File: src/rtl/mig_sequencer.sv
// Majority-inverter graph evaluator: walks a small program of MAJ3 nodes,
// one node per clock, through a single shared majority evaluator.
module mig_sequencer #(
  parameter int NODES = 8,
  parameter int IDXW  = 4
) (
  input  logic        clk,
  input  logic        rst,
  input  logic        cfg_we,
  input  logic [2:0]  cfg_addr,
  input  logic [14:0] cfg_data,
  input  logic [3:0]  cfg_len,
  input  logic [6:0]  x,
  input  logic        start,
  output logic        busy,
  output logic        done,
  output logic        out,
  output logic        err
);

  typedef enum logic [1:0] {S_IDLE, S_EVAL, S_FIN} state_t;

  state_t            r_state;
  state_t            w_next;
  logic [14:0]       r_prog [NODES];
  logic [NODES-1:0]  r_res;
  logic [6:0]        r_x;
  logic [3:0]        r_len;
  logic [2:0]        r_ptr;
  logic              r_out;
  logic              r_err;

  logic [14:0]       w_node;
  logic              w_a, w_b, w_c;
  logic              w_maj;
  logic              w_fault;
  logic              w_last;
  logic              w_badlen;

  // Operand value: index 0..6 selects a latched input, 7 is constant 0,
  // 8+k selects node k's stored result; bit 4 inverts.
  function automatic logic op_val(input logic [4:0] f, input logic [6:0] xv,
                                  input logic [NODES-1:0] res);
    logic [IDXW-1:0] idx;
    logic            v;
    idx = f[IDXW-1:0];
    if (idx < 4'd7)       v = xv[idx[2:0]];
    else if (idx == 4'd7) v = 1'b0;
    else                  v = res[idx[2:0]];
    return v ^ f[4];
  endfunction

  // A node may only consume results of strictly earlier nodes.
  function automatic logic is_fwd(input logic [4:0] f, input logic [2:0] ptr);
    return f[3] && (f[2:0] >= ptr);
  endfunction

  assign w_node   = r_prog[r_ptr];
  assign w_a      = op_val(w_node[14:10], r_x, r_res);
  assign w_b      = op_val(w_node[9:5],   r_x, r_res);
  assign w_c      = op_val(w_node[4:0],   r_x, r_res);
  assign w_maj    = (w_a & w_b) | (w_a & w_c) | (w_b & w_c);
  assign w_fault  = is_fwd(w_node[14:10], r_ptr) | is_fwd(w_node[9:5], r_ptr) |
                    is_fwd(w_node[4:0], r_ptr);
  assign w_last   = ({1'b0, r_ptr} == (r_len - 4'd1));
  assign w_badlen = (cfg_len == 4'd0) || (cfg_len > 4'd8);

  always_comb begin
    w_next = r_state;
    case (r_state)
      S_IDLE:  if (start) w_next = w_badlen ? S_FIN : S_EVAL;
      S_EVAL:  if (w_fault || w_last) w_next = S_FIN;
      S_FIN:   w_next = S_IDLE;
      default: w_next = S_IDLE;
    endcase
  end

  always_ff @(posedge clk or posedge rst) begin
    if (rst) r_state <= S_IDLE;
    else     r_state <= w_next;
  end

  always_ff @(posedge clk or posedge rst) begin
    if (rst) begin
      for (int i = 0; i < NODES; i++) r_prog[i] <= '0;
      r_res <= '0;
      r_x   <= '0;
      r_len <= '0;
      r_ptr <= '0;
      r_out <= 1'b0;
      r_err <= 1'b0;
    end else begin
      case (r_state)
        S_IDLE: begin
          if (cfg_we) r_prog[cfg_addr] <= cfg_data;
          if (start) begin
            r_x   <= x;
            r_len <= cfg_len;
            r_ptr <= '0;
            if (w_badlen) begin
              r_out <= 1'b0;
              r_err <= 1'b1;
            end
          end
        end
        S_EVAL: begin
          r_res[r_ptr] <= w_maj;
          r_ptr        <= r_ptr + 3'd1;
          if (w_fault) begin
            r_out <= 1'b0;
            r_err <= 1'b1;
          end else if (w_last) begin
            r_out <= w_maj;
            r_err <= 1'b0;
          end
        end
        default: ;
      endcase
    end
  end

  assign busy = (r_state != S_IDLE);
  assign done = (r_state == S_FIN);
  assign out  = r_out;
  assign err  = r_err;

endmodule

File: config.mk
export PLATFORM = sky130hd
export DESIGN_NAME = mig_sequencer
export DESIGN_NICKNAME = d
export VERILOG_FILES = /design/src/rtl/mig_sequencer.sv
export SDC_FILE = /design/constraint.sdc
export NUM_CORES = 1
export LEC_CHECK = 0
export CORE_MARGIN = 2
export CORE_UTILIZATION = 36
export DETAILED_ROUTE_END_ITERATION = 10
export GPL_TIMING_DRIVEN = 0
export PLACE_DENSITY = 0.51
export RECOVER_POWER = 50
export SLEW_MARGIN = 5
export SYNTH_ARGS = -nofsm -noshare
export SYNTH_HDL_FRONTEND = slang
export SYNTH_SLANG_ARGS = --single-unit
File: constraint.sdc
create_clock -name clk -period 5.3 [get_ports clk]
set_clock_uncertainty 0.2 [all_clocks]
set_input_delay 1.59 -clock clk [delete_from_list [all_inputs] [get_ports clk]]
set_output_delay 1.59 -clock clk [all_outputs]
set_load 0.02 [all_outputs]
==> results of run 1 <==
## through the flow
stage | utilization [%] | total power, mW | hold WS (ns) | cells
finish | 44.00 | 5.697 | 0.2975 | 876
global route | 44.00 | 6.059 | 0.3130 | 876
CTS | 44.26 | 5.734 | 0.3009 | 876
detailed placement | 40.90 | 4.382 | 0.2872 | 844
global placement | 40.49 | 4.285 | 0.2821 | 840
floorplan | - | 3.716 | 0.2739 | 539
## placed cells by master (no fill, tap or decap), drive strengths merged, types with 3 or more instances in the layout
cell type | netlist | layout
dfrtp | 146 | 146
mux2 | 144 | 144
clkbuf | 12 | 35
clkdlybuf4s50 | 0 | 34
nand2 | 33 | 33
mux4 | 24 | 24
mux2i | 20 | 20
o21ai | 20 | 20
inv | 16 | 17
nor2 | 15 | 15
buf | 11 | 12
ha | 11 | 11
nand3 | 8 | 8
nor2b | 6 | 6
nor3 | 6 | 6
a21oi | 6 | 6
a22o | 5 | 5
bufinv | 0 | 5
nand2b | 4 | 4
o22ai | 4 | 4
o2111ai | 4 | 4
xor2 | 4 | 4
and3 | 4 | 4
xnor2 | 4 | 4
a22oi | 3 | 3
nand4 | 3 | 3
a21o | 3 | 3
clkinv | 0 | 3
clkinvlp | 0 | 3
## Yosys cell counts, drive strengths merged, types with 5 or more instances
| cell | count | area [um2] |
|---|---|---|
| o21ai | 20 | 100.1 |
| nand3 | 8 | 40.04 |
| inv | 16 | 60.05 |
| mux2 | 144 | 1625 |
| mux2i | 20 | 200.2 |
| a22o | 5 | 43.79 |
| nor2 | 15 | 56.30 |
| dfrtp | 146 | 3654 |
| mux4 | 24 | 540.5 |
| nor2b | 6 | 37.54 |
| nor3 | 6 | 30.03 |
| a21oi | 6 | 30.03 |
| clkbuf | 12 | 45.04 |
| nand2 | 33 | 123.9 |
| ha | 11 | 137.6 |
| buf | 11 | 71.31 |
## worst max-delay path: stages
cell and delay [ns]:
dlygate4sd3_1 0.55, clkinvlp_2 0.13, clkbuf_1 1.49, clkbuf_2 0.80
## how the worst min path moves through the flow
stage	start	to	slack, ns	cells after the start
finish	r_prog[86]	r_prog[86]	0.30	1
global route	r_prog[37]	r_prog[37]	0.31	1
CTS	r_prog[37]	r_prog[37]	0.30	1
detailed placement	r_prog[37]	r_prog[37]	0.29	1
global placement	r_prog[39]	r_prog[39]	0.28	1
floorplan	r_prog[44]	r_prog[44]	0.27	1
## where the power goes
| part | total, mW | switching, mW | internal, mW |
|---|---|---|---|
| registers | 1.98 | 0.324 | 1.65 |
| logic | 2.39 | 1.18 | 1.20 |
| clock network | 1.33 | 0.471 | 0.863 |
| total | 5.70 | 1.98 | 3.72 |
## metal layers
layer  share of wire, %  track usage, %
met1                 46           22.52
met2                 50           29.60
met3                3.3           3.668
met4                1.3           4.853
met5                  0               0
## logic make-up after synthesis
kind of cell	after synthesis	synth area share, %
flip-flops	146	50.49
AO/OA/AOI/OAI	61	5.810
adder cells (fa/ha/maj)	12	2.058
XOR/XNOR	8	0.9683
multiplexers	188	32.70
buffers and inverters	39	2.438
AND/OR/NAND/NOR	85	5.534
## cell type report
type                       count  area [um2]  share of cell area [%]
sequential                   146        3654                   42.39
inverter                      16       61.31                  0.7113
tap                          265       331.6                   3.847
clock buffer                  20       456.7                   5.298
timing repair buffer          40       392.9                   4.558
clock inverter                12       201.4                   2.337
multi-input combinational    354        3406                   39.51
buffer                        23       116.4                   1.350
## flip-flops by register name, summed over array words and instances, names as in the netlist
name	count
out	1
r_prog	120
err	1
r_state	2
r_res	8
r_len	4
r_x	7
r_ptr	3
==> reports/results.ini, run 1 <==
[synth]
postSynthCellCount=539
synth-seq-cells=146
synth_edf_count=0
syn_nets=583
yosysUniqueCellTypes=48
synth_ff_type=dfrtp_1
syn-cell-area_mm2=0.007236
ys_seq_area_share_pct=50.49
synth_area_per_cell_um2=13.42
synth_warnings=0
async_flop_share_pct=100.0

[worst_hold_path]
hp-class=reg2reg

[sta]
fin_crit_sh_pct=81.23
tightest_slew_ns=2.195
min_period_ns=4.305
relSlewSlack_pct=-46.36
final-hold-violation-count=0
worst_slack_ns=0.9946
slew_violations=78
setup_viol=0
grt_setup_unrepaired=false
fin_setup_tns_ns=0
max_freq_mhz=232.3

[worst_setup_path]
critPathMaxFanout=37
crit_required_ns=5.57
end_kind=async pin
critPathArrivalTime_ns=4.58
reg2reg_slack_ns=1.20
reg2reg_from=r_ptr[2]
crit_end=r_prog[98]
startpoint=rst
reg2regPathDepth=13
rr_endpoint=out
path_class=in2async
startpoint_type=input port

[status]
status=finished, violations left
violations=max-capacitance violations, max-slew violations

[detailed_routing]
drtPass1Iterations=4
routedWlPerCell_um=20.16
viasPerCell=5.289
drt_iter0_drc=234
drc=0
routed-via-count=4633
drt-total-wl_um=17660
antenna_left=0

[global_route]
track_usage_pct=17.40
grt_pass1_wl_um=28030
grt_overflow=0
grt_pass1_vias=4955
grt_max_degree=42
antenna_found_initial=0

[pwr]
power.density_mw_per_mm2=660.9
p_leak_nw=3.597
peakVddDrop_v=0.0002213

[clocking]
cts_tree=built
clk_pin_slew_ns=0.06
cts_hold_buf=0
clockBufferDepth=2
clock_latency_ns=0.42
cts_resized=0
clock-sinks=146
postCtsSetupRepairBufs=0
cts_buffers=17
htree_levels=4
root_buffer=clkbuf_16

[placed_design]
globalplace.congestion=0.8388
post-place-ws_ns=0.8184
io_buffers=36
place_hpwl_um=12180
placedInstanceArea_mm2=0.008011

[final_layout]
drive_gt1_share_pct=35.19
design_area_mm2=0.008620
fill_cells=1829
fin_nets=642
diodes=0
area_growth_pct=19.13

[floorplanning]
dieWidth_um=145.8
io_pins=37
start_util_pct=36.94
rows=51
dieArea_mm2=0.02125
coreArea_mm2=0.01959
die_h_um=145.8

[flow_run]
cap_violations=2

No activity file was read; power rests on OpenSTA's default activity.
==> run 2: changes to the inputs <==
Settings changed: PLACE_DENSITY 0.51 to 0.49.
Clock period 5.3 ns to 4.3 ns, I/O delays scaled along.
==> run 2 against run 1 <==
Against the previous run: sequential power grew 23%; wire length up 1.5%; sequential share of layout area up 0.13 points; combinational power grew 25%; clock power up 13%; the flow still finishes with violations (max-capacitance violations, max-slew violations); setup slack worse by 0.75 ns; flip-flop and latch count unchanged; worst hold slack gained 0.00097 ns; critical path type is now reg2reg; cell count is 0.23% lower; die area is the same; utilization shrank 0.13 points; design area shrank 0.30%.
==> reports/results.ini, run 2 (same netlist as run 1, synthesis figures left out) <==
[final_layout]
layout.cells.non_filler=874  ; -0.23%
top_regs=r_prog: 120 flops, r_res: 8 flops, r_x: 7 flops
largest_reg_flops=120  ; unchanged
area_growth_pct=18.76
final_common_cell=dfrtp_1
fin_nets=642  ; unchanged
diodes=0  ; unchanged
mostFrequentLayoutCells=dfrtp_1, mux2_2, clkdlybuf4s50_1
drive_gt1_share_pct=35.14  ; -0.049 points
top_register=r_prog

[worst_setup_path]
crit_required_ns=4.43  ; -1.14 ns
end_kind=flip-flop
critPathMaxFanout=10  ; -73%
critPathArrivalTime_ns=4.19  ; -0.39 ns
reg2regPathDepth=10  ; -3
startpoint_type=flip-flop
reg2reg_slack_ns=0.24  ; -0.96 ns
path_class=reg2reg

[clocking]
root_buffer=clkbuf_16
cts_tree=built
clockBufferDepth=2  ; unchanged
clock-sinks=146  ; unchanged
postCtsSetupRepairBufs=0  ; unchanged
htree_levels=4  ; unchanged
clk_pin_slew_ns=0.06  ; about the same
cts_buffers=17  ; unchanged
clock_latency_ns=0.42  ; about the same

[flow_run]
cap_violations=2  ; unchanged

[worst_hold_path]
hp-class=reg2reg
hold_depth=1  ; unchanged

[sta]
grt_setup_unrepaired=false
fin_crit_sh_pct=94.36
worst_hold_slack_ns=0.2985  ; +0.0009690 ns
min_period_ns=4.058
relSlewSlack_pct=-26.18  ; +20 points
setup_viol=0  ; unchanged
final-hold-violation-count=0  ; unchanged
slew_violations=77  ; -1.3%
tightest_slew_ns=1.893  ; -0.3027 ns
max_freq_mhz=246.4

[status]
status=finished, violations left
violations=max-capacitance violations, max-slew violations

[pwr]
combPwrFrac_pct=43.1  ; +1.2 points
p_int_mw=4.447  ; +20%
peakVddDrop_v=0.0002900  ; +31%
p_sw_mw=2.460  ; +24%
pwr-share-seq_pct=35.2  ; +0.5 points
p_leak_nw=3.587  ; -0.27%
clkPwrFrac_pct=21.7  ; -1.7 points
swShare_pct=35.62  ; +0.90 points
power.density_mw_per_mm2=803.8  ; +22%

[detailed_routing]
drt-total-wl_um=17930  ; +1.5%
routed-via-count=4642  ; +0.19%
routed-wl-met2_um=8618  ; -2.1%
drc=0  ; unchanged
drtPass1Iterations=4  ; unchanged
routed.top_layer=met4
routedWlPerCell_um=20.51  ; +1.7%
m1WireLength_um=8314  ; +3.4%
wl_met3_um=691  ; +18%
antenna_left=0  ; unchanged
viasPerCell=5.311  ; +0.42%
drt_iter0_drc=287  ; +23%

[floorplanning]
coreArea_mm2=0.01959  ; unchanged
rows=51  ; unchanged
dieWidth_um=145.8  ; unchanged
start_util_pct=36.94  ; unchanged
dieArea_mm2=0.02125  ; unchanged
io_pins=37  ; unchanged
die_h_um=145.8  ; unchanged

[global_route]
grt_overflow=0  ; unchanged
grt_max_degree=40  ; -4.8%
grt_pass1_vias=5133  ; +3.6%
track_usage_pct=18.11  ; +0.72 points
grt_pass1_wl_um=29260  ; +4.4%
antenna_found_initial=0  ; unchanged

[placed_design]
io_buffers=36  ; unchanged
dp_cells=844  ; unchanged
place_hpwl_um=12370  ; +1.6%
globalplace.congestion=0.8237  ; -1.8%

[run 2: layout make-up]
type | instances | area [um2]
buffer | 23 | 116.4
clock buffer | 18 | 429.2
clock inverter | 12 | 160.2
fill | 1812 | 11000
inverter | 16 | 61.31
multi-input combinational | 354 | 3418
sequential | 146 | 3654
tap | 265 | 331.6
timing repair buffer | 40 | 422.9
[run 2: worst max-delay path, cell delays in order (launching register included)]
cell	delay (ns)
dfrtp_1	0.49
buf_4	0.30
buf_6	0.24
nor2_1	0.16
a221oi_1	0.93
mux2_2	0.43
o2111ai_1	0.18
nand4_1	0.12
xor2_1	0.21
maj3_2	0.43
o32ai_2	0.28
[run 2: path summary, 6_finish.rpt]
check	from	endpoint
max in group asynchronous	rst	r_prog[100]
setup reg to reg	r_ptr[0]	out
setup / recovery	r_ptr[0]	out
hold reg to reg	r_prog[53]	r_prog[53]
min in group asynchronous	rst	r_prog[107]
hold / removal	r_prog[53]	r_prog[53]
[run 2: power groups by stage]
| stage | logic (mW) | clock network (mW) | registers, mW |
|---|---|---|---|
| after floorplan | 2.28 | 0 | 2.30 |
| after global placement | 2.88 | 0 | 2.41 |
| after detailed placement | 2.97 | 0 | 2.45 |
| after CTS | 2.98 | 1.54 | 2.43 |
| after global routing | 3.30 | 1.60 | 2.51 |
| final | 2.98 | 1.50 | 2.43 |
[run 2: metrics by stage]
step / setup TNS (ns) / utilization, % / cell area [um2] / power [mW] / worst slack (ns)
3_5_place_dp: 0 / 40.90 / 8011 / 5.418 / 0.07185
4_1_cts: 0 / 43.90 / 8601 / 6.947 / 0.05340
2_1_floorplan: 0 / - / 7239 / 4.580 / 0.9770
6_report: 0 / 43.87 / 8593 / 6.907 / 0.2423
5_1_grt: 0 / 43.87 / 8593 / 7.410 / 0.0001434
3_3_place_gp: -37.31 / 40.49 / 7931 / 5.287 / -0.2735
[run 2: repair_timing]
item | 4_1_cts | 5_1_grt
resized for setup | 0 | 2
endpoints found under the hold margin | 0 | 0
setup endpoints to repair | 0 | 2
hold buffers | 0 | 0
[run 2: metal layers]
metal,up-vias,global-route usage [%]
met1,2426,23.86
met3,24,3.887
met4,0,6.176
li1,2113,-
met2,79,29.74
met5,-,0
==> run 3: changes to the inputs <==
Settings changed: CORE_UTILIZATION 36 to 27, PLACE_DENSITY 0.49 to 0.39.
==> run 3 against run 2 <==
Against the previous run: the run still ends with max-capacitance violations, max-slew violations left; sequential power is essentially flat; register-to-register slack lost 0.02 ns; count of clock-buffer cells in the layout shrank 1; design area is essentially flat; utilization shrank 11 points; highest routed layer unchanged.
==> reports/results.ini, run 3 (same netlist as run 1, synthesis figures left out) <==
[status]
status=finished, violations left
violations=max-capacitance violations, max-slew violations

[pwr]
p_sw_mw=2.533  ; +3.0%
p_int_mw=4.281  ; -3.7%
power_mw=6.815  ; -1.3%
clkPwrFrac_pct=20.2  ; -1.5 points
combPwrFrac_pct=44.0  ; +0.9 points
power.density_mw_per_mm2=793.4  ; -1.3%
peakVddDrop_v=0.0002971  ; +2.4%
swShare_pct=37.18  ; +1.6 points
p_leak_nw=3.551  ; -1.0%
pwr-share-seq_pct=35.8  ; +0.6 points

[global_route]
grt_pass1_wl_um=29800  ; +1.9%
track_usage_pct=14.28  ; -3.8 points
grt_overflow=0  ; unchanged
grt_max_degree=41  ; +2.5%
grt_pass1_vias=4920  ; -4.1%
antenna_found_initial=0  ; unchanged

[worst_setup_path]
cp_top_family=buffers and inverters
critPathArrivalTime_ns=4.21  ; +0.02 ns
cp_slowest_cell=buf_2
end_kind=flip-flop
startpoint_type=flip-flop
path_class=reg2reg
cp_cell_sequence=buf_4 -> buf_2 -> buf_2 -> mux4_2 -> mux2i_2 -> inv_1 -> ha_1 -> a21o_1 -> a21oi_1 -> o211ai_1 -> or2_2 -> and2_1 -> o32ai_2
timing.critical_path.buf_inv=4  ; +2
critPathMaxFanout=10  ; unchanged
cp_common_cell=buf_2
cpPeakStageDelay_ns=0.40  ; -0.53 ns
crit_required_ns=4.43  ; about the same

[clocking]
postCtsSetupRepairBufs=0  ; unchanged
cts_resized=0  ; unchanged
cts_tree=built
clock-sinks=146  ; unchanged
cts_buffers=17  ; unchanged
clk_pin_slew_ns=0.06  ; about the same
clockBufferDepth=2  ; unchanged
cts_hold_buf=0  ; unchanged
root_buffer=clkbuf_16
htree_levels=4  ; unchanged
clock_latency_ns=0.43  ; about the same

[floorplanning]
die_h_um=167.7  ; +15%
coreArea_mm2=0.02621  ; +34%
dieWidth_um=167.7  ; +15%
start_util_pct=27.61  ; -9.3 points
rows=59  ; +16%
dieArea_mm2=0.02813  ; +32%
io_pins=37  ; unchanged

[placed_design]
io_buffers=36  ; unchanged
place_hpwl_um=13370  ; +8.1%
placedInstanceArea_mm2=0.008079  ; +0.84%
dp_cells=913  ; +8.2%
post-place-ws_ns=0.03339  ; -0.03846 ns
globalplace.congestion=0.7940  ; -3.6%

[final_layout]
area_growth_pct=18.71  ; about the same
fin_nets=641  ; -0.16%
drive_gt1_share_pct=36.07  ; +0.93 points
layout.cells.non_filler=945  ; +8.1%
largest_reg_flops=120  ; unchanged
diodes=0  ; unchanged
top_regs=r_prog: 120 flops, r_res: 8 flops, r_x: 7 flops
final_common_cell=dfrtp_1
design_area_mm2=0.008589  ; about the same
top_register=r_prog
mostFrequentLayoutCells=dfrtp_1, mux2_2, clkdlybuf4s50_1

[flow_run]
cap_violations=1  ; -1

[sta]
max_freq_mhz=245.2  ; -0.49%
fin_crit_sh_pct=94.83  ; +0.47 points
setup_viol=0  ; unchanged
worst_slack_ns=0.2222  ; -0.02011 ns
grt_setup_unrepaired=false
final-hold-violation-count=0  ; unchanged
fin_setup_tns_ns=0  ; unchanged
slew_violations=36  ; -53%
min_period_ns=4.078  ; +0.02011 ns
tightest_slew_ns=1.559  ; -0.3336 ns
relSlewSlack_pct=-4.516  ; +22 points

[worst_hold_path]
hp-class=reg2reg

[detailed_routing]
drt-total-wl_um=19170  ; +7.0%
routed-via-count=4649  ; +0.15%
viasPerCell=4.920  ; -7.4%
drt_iter0_drc=195  ; -32%
routedWlPerCell_um=20.29  ; -1.1%
antenna_left=0  ; unchanged
drc=0  ; unchanged
drtPass1Iterations=5  ; +1

## run 3: final cells by class
cell class | count | area, um2
clock inverter | 15 | 120.1
clock buffer | 17 | 425.4
tap | 335 | 419.2
buffer | 23 | 116.4
fill | 2543 | 17620
sequential | 146 | 3654
multi-input combinational | 354 | 3418
timing repair buffer | 39 | 375.4
inverter | 16 | 61.31
## run 3: worst paths after layout
path | startpoint | endpoint | slack (ns) | depth (start not counted)
max | r_ptr[2] | out | 0.22 | 13
min | r_prog[81] | r_prog[81] | 0.30 | 1
max reg2reg | r_ptr[2] | out | 0.22 | 13
min reg2reg | r_prog[81] | r_prog[81] | 0.30 | 1
max in group asynchronous | rst | r_prog[99] | 0.78 | 3
min in group asynchronous | rst | r_prog[2] | 1.48 | 2
## run 3: per-stage QoR
stage	util, %	hold slack (ns)
after floorplan	-	0.2739
after global routing	32.78	0.3133
final	32.78	0.3030
after global placement	30.60	0.2821
after detailed placement	30.83	0.2897
after CTS	32.91	0.3031
## run 3: routing by layer
| layer | GRT usage, % | vias to the layer above | share of wire, % |
|---|---|---|---|
| li1 | - | 2125 | - |
| met1 | 18.75 | 2420 | 46 |
| met2 | 24.14 | 88 | 49 |
| met3 | 3.167 | 16 | 3.6 |
| met4 | 3.289 | 0 | 1.0 |
| met5 | 0 | - | 0 |
## run 3: power by group through the flow
stage	Combinational (mW)	Clock, mW	Sequential, mW
floorplan	2.28	0	2.30
global placement	2.95	0	2.43
detailed placement	3.02	0	2.46
CTS	3.03	1.42	2.43
global route	3.32	1.49	2.52
finish	3.00	1.38	2.44
